--- src/rtl/arb_apb_pkg.sv ---
// arb_apb_pkg: register map, reset values and shared enums for the arbiter APB register block.
package arb_apb_pkg;
    localparam logic [7:0] ADDR_BYPASS = 8'h10;
    localparam logic [7:0] ADDR_REQ    = 8'h14;
    localparam logic [7:0] ADDR_GNT    = 8'h18;
    localparam logic [7:0] ADDR_TYPE   = 8'h1C;
    localparam logic       RST_BYPASS  = 1'b0;
    localparam logic [3:0] RST_REQ     = 4'b0000;
    typedef enum logic [2:0] {FIXED0, FIXED1, FIXED2, FIXED3, RR = 3'd4, WRR = 3'd5} arb_type_e;
    typedef enum logic [1:0] {IDLE, SETUP, ACCESS} apb_state_e;
endpackage

--- src/rtl/arb_apb_regs.sv ---
// arb_apb_regs: APB slave holding the arbiter BYPASS/REQ/ARB_TYPE controls and muxing software
// requests onto the arbiter when bypassed; software REQ bits self-clear on grant.
module arb_apb_regs
    import arb_apb_pkg::*;
#(
    parameter int unsigned WAIT_STATES  = 0,
    parameter logic [2:0]  RST_ARB_TYPE = 3'(RR)
) (
    input  logic       PCLK,
    input  logic       PRESETn,
    input  logic       PSEL,
    input  logic       PENABLE,
    input  logic       PWRITE,
    input  logic [7:0] PADDR,
    input  logic [7:0] PWDATA,
    output logic [7:0] PRDATA,
    output logic       PREADY,
    output logic       PSLVERR,
    input  logic [3:0] REQ,
    input  logic [3:0] GNT,
    output logic       APB_BYPASS,
    output logic [3:0] APB_REQ,
    output logic [2:0] APB_ARB_TYPE,
    output logic [3:0] ARB_REQ
);
    apb_state_e state_q, st;
    logic [2:0] cnt;
    logic [3:0] gnt_q;
    logic       done, err, wr;
    logic [7:0] rdata;

    // The setup phase is recognised combinationally, so ACCESS begins on the first PENABLE cycle.
    always_comb begin
        st = (state_q == ACCESS) ? ACCESS : (PSEL && !PENABLE) ? SETUP : IDLE;
        done = (st == ACCESS) && PSEL && PENABLE && (cnt == 3'(WAIT_STATES));
        err = (PADDR == ADDR_BYPASS) ? (PWRITE && PWDATA[7:1] != 7'd0) :
              (PADDR == ADDR_REQ)    ? (PWRITE && PWDATA[7:4] != 4'd0) :
              (PADDR == ADDR_GNT)    ? PWRITE :
              (PADDR == ADDR_TYPE)   ? (PWRITE && (PWDATA[7:3] != 5'd0 || PWDATA[2:1] == 2'b11)) :
              1'b1;
        rdata = (PADDR == ADDR_BYPASS) ? {7'd0, APB_BYPASS} :
                (PADDR == ADDR_REQ)    ? {4'd0, APB_REQ} :
                (PADDR == ADDR_GNT)    ? {4'd0, GNT} :
                (PADDR == ADDR_TYPE)   ? {5'd0, APB_ARB_TYPE} :
                8'd0;
        wr = done && PWRITE && !err;
        PREADY = done;
        PSLVERR = done && err;
        PRDATA = (done && !PWRITE) ? rdata : 8'd0;
        ARB_REQ = APB_BYPASS ? APB_REQ : REQ;
    end

    always_ff @(posedge PCLK or negedge PRESETn) begin
        if (!PRESETn) begin
            state_q <= IDLE;
            cnt <= 3'd0;
        end else if (st == SETUP) begin
            state_q <= ACCESS;
            cnt <= 3'd0;
        end else if (st == ACCESS) begin
            state_q <= (done || !(PSEL && PENABLE)) ? IDLE : ACCESS;
            cnt <= done ? 3'd0 : cnt + 3'd1;
        end
    end

    always_ff @(posedge PCLK or negedge PRESETn) begin
        if (!PRESETn) begin
            APB_BYPASS <= RST_BYPASS;
            APB_REQ <= RST_REQ;
            APB_ARB_TYPE <= RST_ARB_TYPE;
            gnt_q <= 4'd0;
        end else begin
            gnt_q <= GNT;
            APB_BYPASS <= (wr && PADDR == ADDR_BYPASS) ? PWDATA[0] : APB_BYPASS;
            APB_ARB_TYPE <= (wr && PADDR == ADDR_TYPE) ? PWDATA[2:0] : APB_ARB_TYPE;
            APB_REQ <= (wr && PADDR == ADDR_REQ) ? PWDATA[3:0] :
                       APB_BYPASS ? (APB_REQ & ~(GNT & ~gnt_q)) : APB_REQ;
        end
    end
endmodule

--- config.mk ---
export PLATFORM = sky130hd
export DESIGN_NAME = arb_apb_regs
export DESIGN_NICKNAME = d
export VERILOG_FILES = /design/src/rtl/arb_apb_pkg.sv /design/src/rtl/arb_apb_regs.sv
export SDC_FILE = /design/constraint.sdc
export NUM_CORES = 1
export LEC_CHECK = 0
export BUFFER_PORTS_ARGS = -buffer_cell sky130_fd_sc_hd__buf_2
export CAP_MARGIN = 20
export CORE_UTILIZATION = 35
export DETAILED_ROUTE_END_ITERATION = 12
export SYNTH_ARGS = -nofsm -noshare
export SYNTH_HDL_FRONTEND = slang
export SYNTH_SLANG_ARGS = --single-unit
--- constraint.sdc ---
create_clock -name PCLK -period 3.2 [get_ports PCLK]
set_input_delay 0.16 -clock PCLK [delete_from_list [all_inputs] [get_ports PCLK]]
set_output_delay 0.16 -clock PCLK [all_outputs]
set_load 0.02 [all_outputs]
==> results_dict.tcl, run 1 <==
set metrics [dict create \
    cts.path.max_buffers 2 \
    crit_arrival_ns 2.30 \
    die_w_um 56.2 \
    synth-edff-count 0 \
    fin_ws_ns 0.745 \
    drt-vias-per-instance 5.03 \
    max_freq_mhz 407 \
    r2r_end "APB_ARB_TYPE[0]$_DFFE_PN0P_" \
    drt_first_pass_iters 4 \
    placed_cells 179 \
    io_pins 51 \
    syn_area_sq_um 1030 \
    drv_slew 0 \
    final_hold_viol_count 0 \
    hp-start "GNT[2]" \
    fill_cells 286 \
    tightest_slew_ns 0.615 \
    htree_levels 1 \
    skew_ns 0.00124 \
    netlist.area_leader.share_pct 36.5 \
    initial_core_util_pct 37.0 \
    grtUsageTotal_pct 15.6 \
    finalPower_w 0.000436 \
    hold-path-endpoint "gnt_q[2]$_DFF_PN0_" \
    hpwl_um 1880 \
    period_needed_ns 2.46 \
    antenna_found_initial 0 \
    slew_headroom_pct 58.6 \
    synthArstFlopShare_pct 100 \
    status "finished, final reports clean" \
    drv_cap 0 \
    whs_path_depth 1 \
    pre_cts_slack_ns 1.07 \
    gr-total-overflow 0 \
    worst-r2r-cell-count 6 \
    critPathKind "reg -> out" \
    fin_util_pct 46.9 \
    cts_resized 0 \
    syn_inst 106 \
    yosysUniqueCellTypes 34 \
    die_h_um 56.2 \
    multiInputGateArea_sq_um 556 \
    critPathRequiredTime_ns 3.04 \
    clk_pin_slew_worst_paths_ns 0.09 \
    synth_seq_cells 16 \
    yosysTopAreaCell "dfrtp_1" \
    grt_pass1_wl_um 3880 \
    grt_pass1_vias 867 \
    syn_to_final_growth_pct 26.8 \
    row_count 19 \
    yosysWarnings 0 \
    numCtsBuffers 3 \
    cts_root_buf "clkbuf_4" \
    grt_max_degree 17 \
    drt-total-wl_um 2350 \
    drc 0 \
    diodes 0 \
    clock_latency_ns 0.28 \
    cts_tree "built" \
    nNetsFinal 185 \
    peakVddDrop_uv 213 \
    ff2ff_setup_slack_ns 1.30 \
    rsz0062_at_grt "false" \
    postSynthAreaPerCell_sq_um 9.70 \
    drive_above_1_share_pct 43.8 \
    cts_sinks 16 \
    min_path_type "in -> reg" \
    setup_tns_ns 0 \
    ys_top_cells_by_count "dfrtp_1 (15), inv_1 (11), nand2_1 (11), mux2_2 (10)" \
    fin_crit_sh_pct 76.7 \
    wl_per_cell_um 12.8 \
    synth_most_common_cell "dfrtp_1" \
    powerDensity_nw_per_um2 334 \
    start_kind "flip-flop" \
    seq_area_sq_um 402 \
    cp-end-kind "output port" \
    yosysSeqAreaShare_pct 39.1 \
    io_buffers 46 \
    gp_congestion 0.835 \
    fin_cells 184 \
    critPathMaxFanout 4 \
    die_area_sq_um 3160 \
    drt_first_iter_violations 33 \
    synth_area_leaders "dfrtp_1 (36%), mux2_2 (11%), inv_1 (4.0%), nand2_1 (4.0%), mux2i_1 (3.9%)" \
    dominantRegCellSynth "dfrtp_1" \
    antenna_left 0 \
    core-area_sq_um 2780 \
    r2r_start "cnt[0]$_DFFE_PN0P_" \
    setup_viol 0 \
    p_leak_nw 0.703 \
    vias 926 \
]
[layout by cell type, fill, tap and decap left out, drive strengths merged, types with 3 or more instances in the layout]
cell	instances
dfrtp	15
nand4	3
nor2	4
o211ai	3
nand3b	5
conb	4
inv	11
a21oi	5
nand2	11
mux2	10
or2	3
buf	46
nor4	3
clkbuf	4
mux2i	4
o21ai	3
[power breakdown]
part,internal [W],switching [W],total (W)
clock,0.0000483,0.0000624,0.000111
sequential,0.000214,0.00000892,0.000223
combinational,0.0000440,0.0000580,0.000102
total,0.000307,0.000129,0.000436
[per-stage QoR]
stage / cell area, sq um / hold slack [ns]
2_1_floorplan: 1040 / -0.136
3_3_place_gp: 1270 / 0.0981
3_5_place_dp: 1270 / 0.0999
4_1_cts: 1300 / 0.00272
5_1_grt: 1300 / 0.00553
6_report: 1300 / 0.0131
[registers in the layout, summed over array words and instances, names as in the netlist]
register	flops
APB_BYPASS	1
APB_ARB_TYPE	3
state_q	1
cnt	3
APB_REQ	4
gnt_q	4
[area by class of cell]
| class | instances | area share, % |
|---|---|---|
| Tap cell | 31 | 2.98 |
| Clock buffer | 4 | 2.02 |
| Inverter | 11 | 3.17 |
| Timing Repair Buffer | 47 | 18.4 |
| Sequential cell | 16 | 30.8 |
| Multi-Input combinational cell | 75 | 42.6 |
[per-layer routing]
metal	global-route usage, %	routed length [um]
met4	4.88	9
met3	3.26	136
met2	25.9	1140
met5	0	0
met1	20.3	1070
[cells by family after synthesis]
group / Yosys count / synth area share [%]
AND/OR/NAND/NOR: 37 / 22.5
other: 1 / 0.365
multiplexers: 15 / 17.0
flip-flops: 16 / 39.1
XOR/XNOR: 1 / 0.852
adder cells (fa/ha/maj): 2 / 2.43
buffers and inverters: 18 / 8.03
AO/OA/AOI/OAI: 16 / 9.73
[how the worst max path moves through the flow]
stage | from | to | slack [ns]
floorplan | cnt[0]$_DFFE_PN0P_ | PRDATA[1] | 1.11
CTS | cnt[0]$_DFFE_PN0P_ | PRDATA[2] | 0.74
detailed placement | cnt[0]$_DFFE_PN0P_ | PRDATA[2] | 1.07
global placement | cnt[0]$_DFFE_PN0P_ | PRDATA[2] | 1.11
global route | cnt[0]$_DFFE_PN0P_ | PRDATA[1] | 0.62
finish | cnt[0]$_DFFE_PN0P_ | PRDATA[2] | 0.74
[timing repair]
item,4_1_cts,5_1_grt
endpoints found under the setup margin,0,0
setup buffers,0,0
hold endpoints to repair,15,0
hold buffers,1,0
[worst max-delay path, stage by stage, from the launching register on]
cell,delay [ns]
dfrtp_1,0.42
inv_1,0.08
ha_1,0.20
nand3b_1,0.14
or2_2,0.33
or4_4,0.54
a21oi_1,0.14
buf_2,0.18
Note: power is estimated with default switching activity, not from simulation.
==> inputs of run 2 (changes only) <==
==> constraint.sdc (replaced) <==
create_clock -name PCLK -period 2.4 [get_ports PCLK]
set_input_delay 0.12 -clock PCLK [delete_from_list [all_inputs] [get_ports PCLK]]
set_output_delay 0.12 -clock PCLK [all_outputs]
set_load 0.02 [all_outputs]
==> run 2 against run 1 <==
Effect of this change:
- clock skew grew 0.0081 ns
- global-route usage is 0.33 points higher
- first-iteration DRC count shrank 15%
- sequential power up 32%
- clock-buffer cell count unchanged
- non-clock buffer count rose by 7
==> results_dict.tcl, run 2 (synthesis results as in run 1) <==
set metrics [dict create \
    cts_tree "built" \
    cpPeakStageDelay_ns 0.46 \
    r2r_end "APB_ARB_TYPE[0]$_DFFE_PN0P_" \
    grt_pass1_vias 864 \
    numCtsBuffers 3 \
    grt_pass1_wl_um 3930 \
    crit_slowest_cell "or4_4" \
    skew_ns 0.00932 \
    drt-total-wl_um 2450 \
    drt_first_pass_iters 4 \
    drv_cap 0 \
    worst-r2r-cell-count 6 \
    drt_first_iter_violations 28 \
    cts.path.max_buffers 2 \
    grtUsageTotal_pct 15.9 \
    grt_max_degree 17 \
    fin_util_pct 50.3 \
    peakVddDrop_uv 316 \
    max_freq_mhz 453 \
    p_leak_nw 0.740 \
    period_needed_ns 2.21 \
    r2r_start "cnt[1]$_DFFE_PN0P_" \
    drive_above_1_share_pct 46.9 \
    hp-start "PSEL" \
    final_hold_viol_count 0 \
    cp-end-kind "output port" \
    cts_root_buf "clkbuf_4" \
    start_kind "flip-flop" \
    drc 0 \
    crit_start "cnt[1]$_DFFE_PN0P_" \
    setup_viol 0 \
    status "finished, final reports clean" \
    whs_path_depth 2 \
    core-area_sq_um 2780 \
    crit_chain "inv_1, ha_2, nand3b_1, or2_4, or4_4, a21oi_2, buf_4" \
    critPathRequiredTime_ns 2.28 \
    antenna_found_initial 0 \
    reg_top3 "APB_REQ: 4 flops, gnt_q: 4 flops" \
    io_pins 51 \
    multiInputGateArea_sq_um 572 \
    drv_slew 0 \
    seq_area_sq_um 402 \
    wl_per_cell_um 12.8 \
    die_area_sq_um 3160 \
    drt-vias-per-instance 5.03 \
    vias 961 \
    clock_latency_ns 0.28 \
    critPathKind "reg -> out" \
    final_cell_mix "buf_2 (43), dfrtp_1 (15), inv_1 (11), nand2_1 (11), mux2_2 (10)" \
    slew_headroom_pct 60.2 \
    min_path_type "in -> reg" \
    row_count 19 \
    gr-total-overflow 0 \
    syn_to_final_growth_pct 36.1 \
    die_w_um 56.2 \
    cts_sinks 16 \
    io_buffers 46 \
    setup_tns_ns 0 \
    hpwl_um 1880 \
    antenna_left 0 \
    clk_pin_slew_worst_paths_ns 0.10 \
    powerDensity_nw_per_um2 458 \
    fill_cells 278 \
    nNetsFinal 192 \
    hold-path-endpoint "cnt[2]$_DFFE_PN0P_" \
    fin_crit_sh_pct 91.9 \
    diodes 0 \
    ff2ff_setup_slack_ns 0.57 \
    htree_levels 1 \
    layout_commonest_cell "buf_2" \
    rsz0062_at_grt "false" \
    gp_congestion 0.833 \
    crit_arrival_ns 2.09 \
    die_h_um 56.2 \
    initial_core_util_pct 37.0 \
    tightest_slew_ns 0.592 \
    critPathMaxFanout 3 \
]
run 2: how the worst max path moves through the flow:
stage / depth (start not counted) / end / slack [ns]
finish: 7 / PRDATA[2] / 0.19
detailed placement: 7 / PRDATA[2] / 0.30
CTS: 7 / PRDATA[1] / 0.001
floorplan: 6 / PRDATA[1] / 0.35
global placement: 7 / PRDATA[2] / 0.35
global route: 7 / PRDATA[2] / 0.1
run 2: layer usage:
metal | share of wire [%] | routed length [um] | up-vias | track usage [%]
met1 | 43 | 1050 | 454 | 20.6
li1 | - | - | 470 | -
met4 | 0.69 | 17 | 0 | 5.92
met3 | 6.2 | 152 | 4 | 3.49
met2 | 50 | 1230 | 33 | 26.0
met5 | 0 | 0 | - | 0
run 2: layout make-up:
class | instances | share of cell area [%]
multi-input combinational | 75 | 40.8
clock buffer | 4 | 2.59
sequential | 16 | 28.7
inverter | 11 | 2.95
tap | 31 | 2.77
timing repair buffer | 54 | 22.2
run 2: through the flow:
stage / hold WS (ns) / std cells / setup slack, ns / total power [W] / instance area, sq um
5_1_grt: 0.0282 / 191 / 0.0962 / 0.000678 / 1400
3_5_place_dp: 0.0622 / 179 / 0.298 / 0.000437 / 1270
4_1_cts: 0.0209 / 189 / 0.00100 / 0.000631 / 1370
3_3_place_gp: 0.0579 / 179 / 0.346 / 0.000431 / 1270
6_report: 0.0339 / 191 / 0.195 / 0.000642 / 1400
2_1_floorplan: -0.176 / 109 / 0.351 / 0.000387 / 1040
run 2: worst max-delay path, delay by kind of cell (launching register included):
family | cells | cell delay (ns)
fa+ha+maj | 1 | 0.19
flops | 1 | 0.40
buf+inv | 2 | 0.22
simple gates | 3 | 0.87
compound gates | 1 | 0.14
run 2: power breakdown:
| part | switching (W) | leakage [nW] | internal (W) |
|---|---|---|---|
| Clock | 0.0000865 | 0.0210 | 0.0000922 |
| Sequential | 0.00000955 | 0.207 | 0.000286 |
| Combinational | 0.0000872 | 0.512 | 0.0000806 |
run 2: timing repair:
| item | CTS | global route |
|---|---|---|
| pin swaps | 0 | 2 |
| hold buffers | 5 | 0 |
| buffers inserted | 1 | 2 |
| endpoints found under the hold margin | 19 | 0 |
| resized for setup | 2 | 6 |
| setup endpoints to repair | 3 | 3 |
| cloned | 0 | 0 |
==> inputs of run 3 (changes only) <==
--- a/config.mk
+++ b/config.mk
@@ -6,9 +6,10 @@
 export NUM_CORES = 1
 export LEC_CHECK = 0
 export BUFFER_PORTS_ARGS = -buffer_cell sky130_fd_sc_hd__buf_2
-export CAP_MARGIN = 20
+export CAP_MARGIN = 40
 export CORE_UTILIZATION = 35
 export DETAILED_ROUTE_END_ITERATION = 12
+export GPL_TIMING_DRIVEN = 0
 export SYNTH_ARGS = -nofsm -noshare
 export SYNTH_HDL_FRONTEND = slang
 export SYNTH_SLANG_ARGS = --single-unit
==> constraint.sdc (replaced) <==
create_clock -name PCLK -period 2.3 [get_ports PCLK]
set_input_delay 0.115 -clock PCLK [delete_from_list [all_inputs] [get_ports PCLK]]
set_output_delay 0.115 -clock PCLK [all_outputs]
set_load 0.02 [all_outputs]
==> run 3 against run 2 <==
Effect of this change:
- clock power shrank 14%
- power down 1.4%
- setup slack got worse by 0.078 ns
- core utilization is 0.54 points higher
- routed wire length shrank 2.9%
- sequential share of layout area down 0.30 points
- largest power group unchanged
==> results_dict.tcl, run 3 (synthesis results as in run 1) <==
set metrics [dict create \
    start_kind "flip-flop" \
    drt_first_pass_iters 4 \
    p_leak_nw 0.750 \
    switchingPower_w 0.000181 \
    critPathMaxFanout 3 \
    final_cell_mix "buf_2 (41), dfrtp_1 (15), inv_1 (11), nand2_1 (11)" \
    setup_viol 0 \
    hpwl_um 1860 \
    vias 969 \
    comb_power_share_pct 27.0 \
    cp-end-kind "output port" \
    antenna_found_initial 0 \
    intPower_w 0.000451 \
    wl_per_cell_um 12.1 \
    numCtsBuffers 3 \
    whs_path_depth 2 \
    powerDensity_nw_per_um2 447 \
    fill_cells 260 \
    io_pins 51 \
    gr-total-overflow 0 \
    fin_util_pct 50.9 \
    cts.path.max_buffers 2 \
    setup_tns_ns 0 \
    drt-vias-per-instance 4.94 \
    min_path_type "in -> reg" \
    max_freq_mhz 458 \
    crit_arrival_ns 2.07 \
    use_met1_pct 19.9 \
    ff2ff_setup_slack_ns 0.41 \
    cts_tree "built" \
    period_needed_ns 2.18 \
    nNetsFinal 197 \
    grt_pass1_wl_um 3910 \
    drc 0 \
    cts_sinks 16 \
    r2r_start "cnt[0]$_DFFE_PN0P_" \
    fin_ws_ns 0.117 \
    tightest_slew_ns 0.605 \
    antenna_left 0 \
    hold_ws_ns 0.0256 \
    skew_ns 0.00216 \
    top_usage_layer "met2" \
    peakVddDrop_uv 328 \
    clk_pin_slew_worst_paths_ns 0.09 \
    cts_root_buf "clkbuf_4" \
    switching_share_pct 28.7 \
    drv_cap 0 \
    die_h_um 56.2 \
    worst-r2r-cell-count 7 \
    die_area_sq_um 3160 \
    final_hold_viol_count 0 \
    rsz0062_at_grt "false" \
    grt_pass1_vias 899 \
    hp-start "PSEL" \
    layout_commonest_cell "buf_2" \
    die_w_um 56.2 \
    clock_latency_ns 0.28 \
    fin_crit_sh_pct 94.9 \
    critPathRequiredTime_ns 2.18 \
    status "finished, final reports clean" \
    clkPwrFrac_pct 24.4 \
    drt-total-wl_um 2380 \
    seq_area_sq_um 402 \
    reg_top3 "APB_REQ: 4 flops, gnt_q: 4 flops" \
    grt_max_degree 17 \
    gp_congestion 0.727 \
    critPathKind "reg -> out" \
    pwr-share-seq_pct 48.6 \
    grtUsageMet2_pct 27.2 \
    crit_start "cnt[0]$_DFFE_PN0P_" \
    finalPower_w 0.000633 \
    htree_levels 1 \
    core-area_sq_um 2780 \
    grtUsageTotal_pct 15.9 \
    initial_core_util_pct 37.0 \
    drive_above_1_share_pct 45.5 \
    row_count 19 \
    diodes 0 \
    syn_to_final_growth_pct 37.6 \
    drv_slew 0 \
    pre_cts_slack_ns 0.193 \
    io_buffers 44 \
    use_met3_pct 2.56 \
    multiInputGateArea_sq_um 566 \
    slew_headroom_pct 59.3 \
    drt_first_iter_violations 22 \
]
==> run 3: changes by cell type in the layout (fill, tap and decap cells not counted) <==
cell	change
buf_4	+4
clkbuf_1	+4
buf_2	-2
a21oi_1	+1
a21oi_2	-1
clkbuf_8	-1
or2_2	+1
or2_4	-1
==> run 3: critical path, stage by stage, from the launching register on <==
cell	delay [ns]
dfrtp_1	0.39
inv_1	0.06
ha_2	0.18
nand3b_1	0.09
or2_2	0.31
or4_4	0.46
a21oi_1	0.14
buf_4	0.15
==> run 3: final timing paths <==
path                                                to
max                                          PRDATA[3]
max reg2reg                APB_ARB_TYPE[0]$_DFFE_PN0P_
min reg2reg                APB_ARB_TYPE[1]$_DFFE_PN0P_
max in group asynchronous  APB_ARB_TYPE[2]$_DFFE_PN1P_
min in group asynchronous       APB_REQ[3]$_DFFE_PN0P_
min                                 cnt[2]$_DFFE_PN0P_
==> run 3: final cells by class <==
| cell class | instances | area share (%) |
|---|---|---|
| plain buffers | 7 | 2.92 |
| inverters | 11 | 2.92 |
| well taps | 31 | 2.74 |
| flip-flops and latches | 16 | 28.4 |
| clock buffers | 4 | 1.86 |
| multi-input cells | 75 | 40.0 |
| repair buffers | 52 | 21.2 |
==> run 3: metrics by stage <==
| stage | instance area [sq um] | cells |
|---|---|---|
| after floorplan | 1040 | 109 |
| after global placement | 1300 | 184 |
| final | 1420 | 196 |
| after CTS | 1410 | 196 |
| after detailed placement | 1300 | 184 |
| after global routing | 1420 | 196 |
==> run 3: repair_timing <==
item | CTS | global route
resized for setup | 5 | 1
buffers inserted | 3 | 0
hold buffers | 5 | 0
endpoints found under the hold margin | 19 | 0
pin swaps | 1 | 1
endpoints found under the setup margin | 3 | 3
==> run 3: power by group through the flow <==
stage	clock network (W)	registers, W	logic (W)
after floorplan	0	0.000313	0.0000906
after global placement	0	0.000315	0.000137
after detailed placement	0	0.000316	0.000140
after CTS	0.000161	0.000307	0.000172
after global routing	0.000175	0.000310	0.000196
final	0.000154	0.000307	0.000171
==> run 3: metal layers <==
layer | up-vias | share of wire (%)
met1 | 458 | 46
met3 | 2 | 5.3
met4 | 0 | 0.38
met5 | - | 0
li1 | 481 | -
met2 | 28 | 49
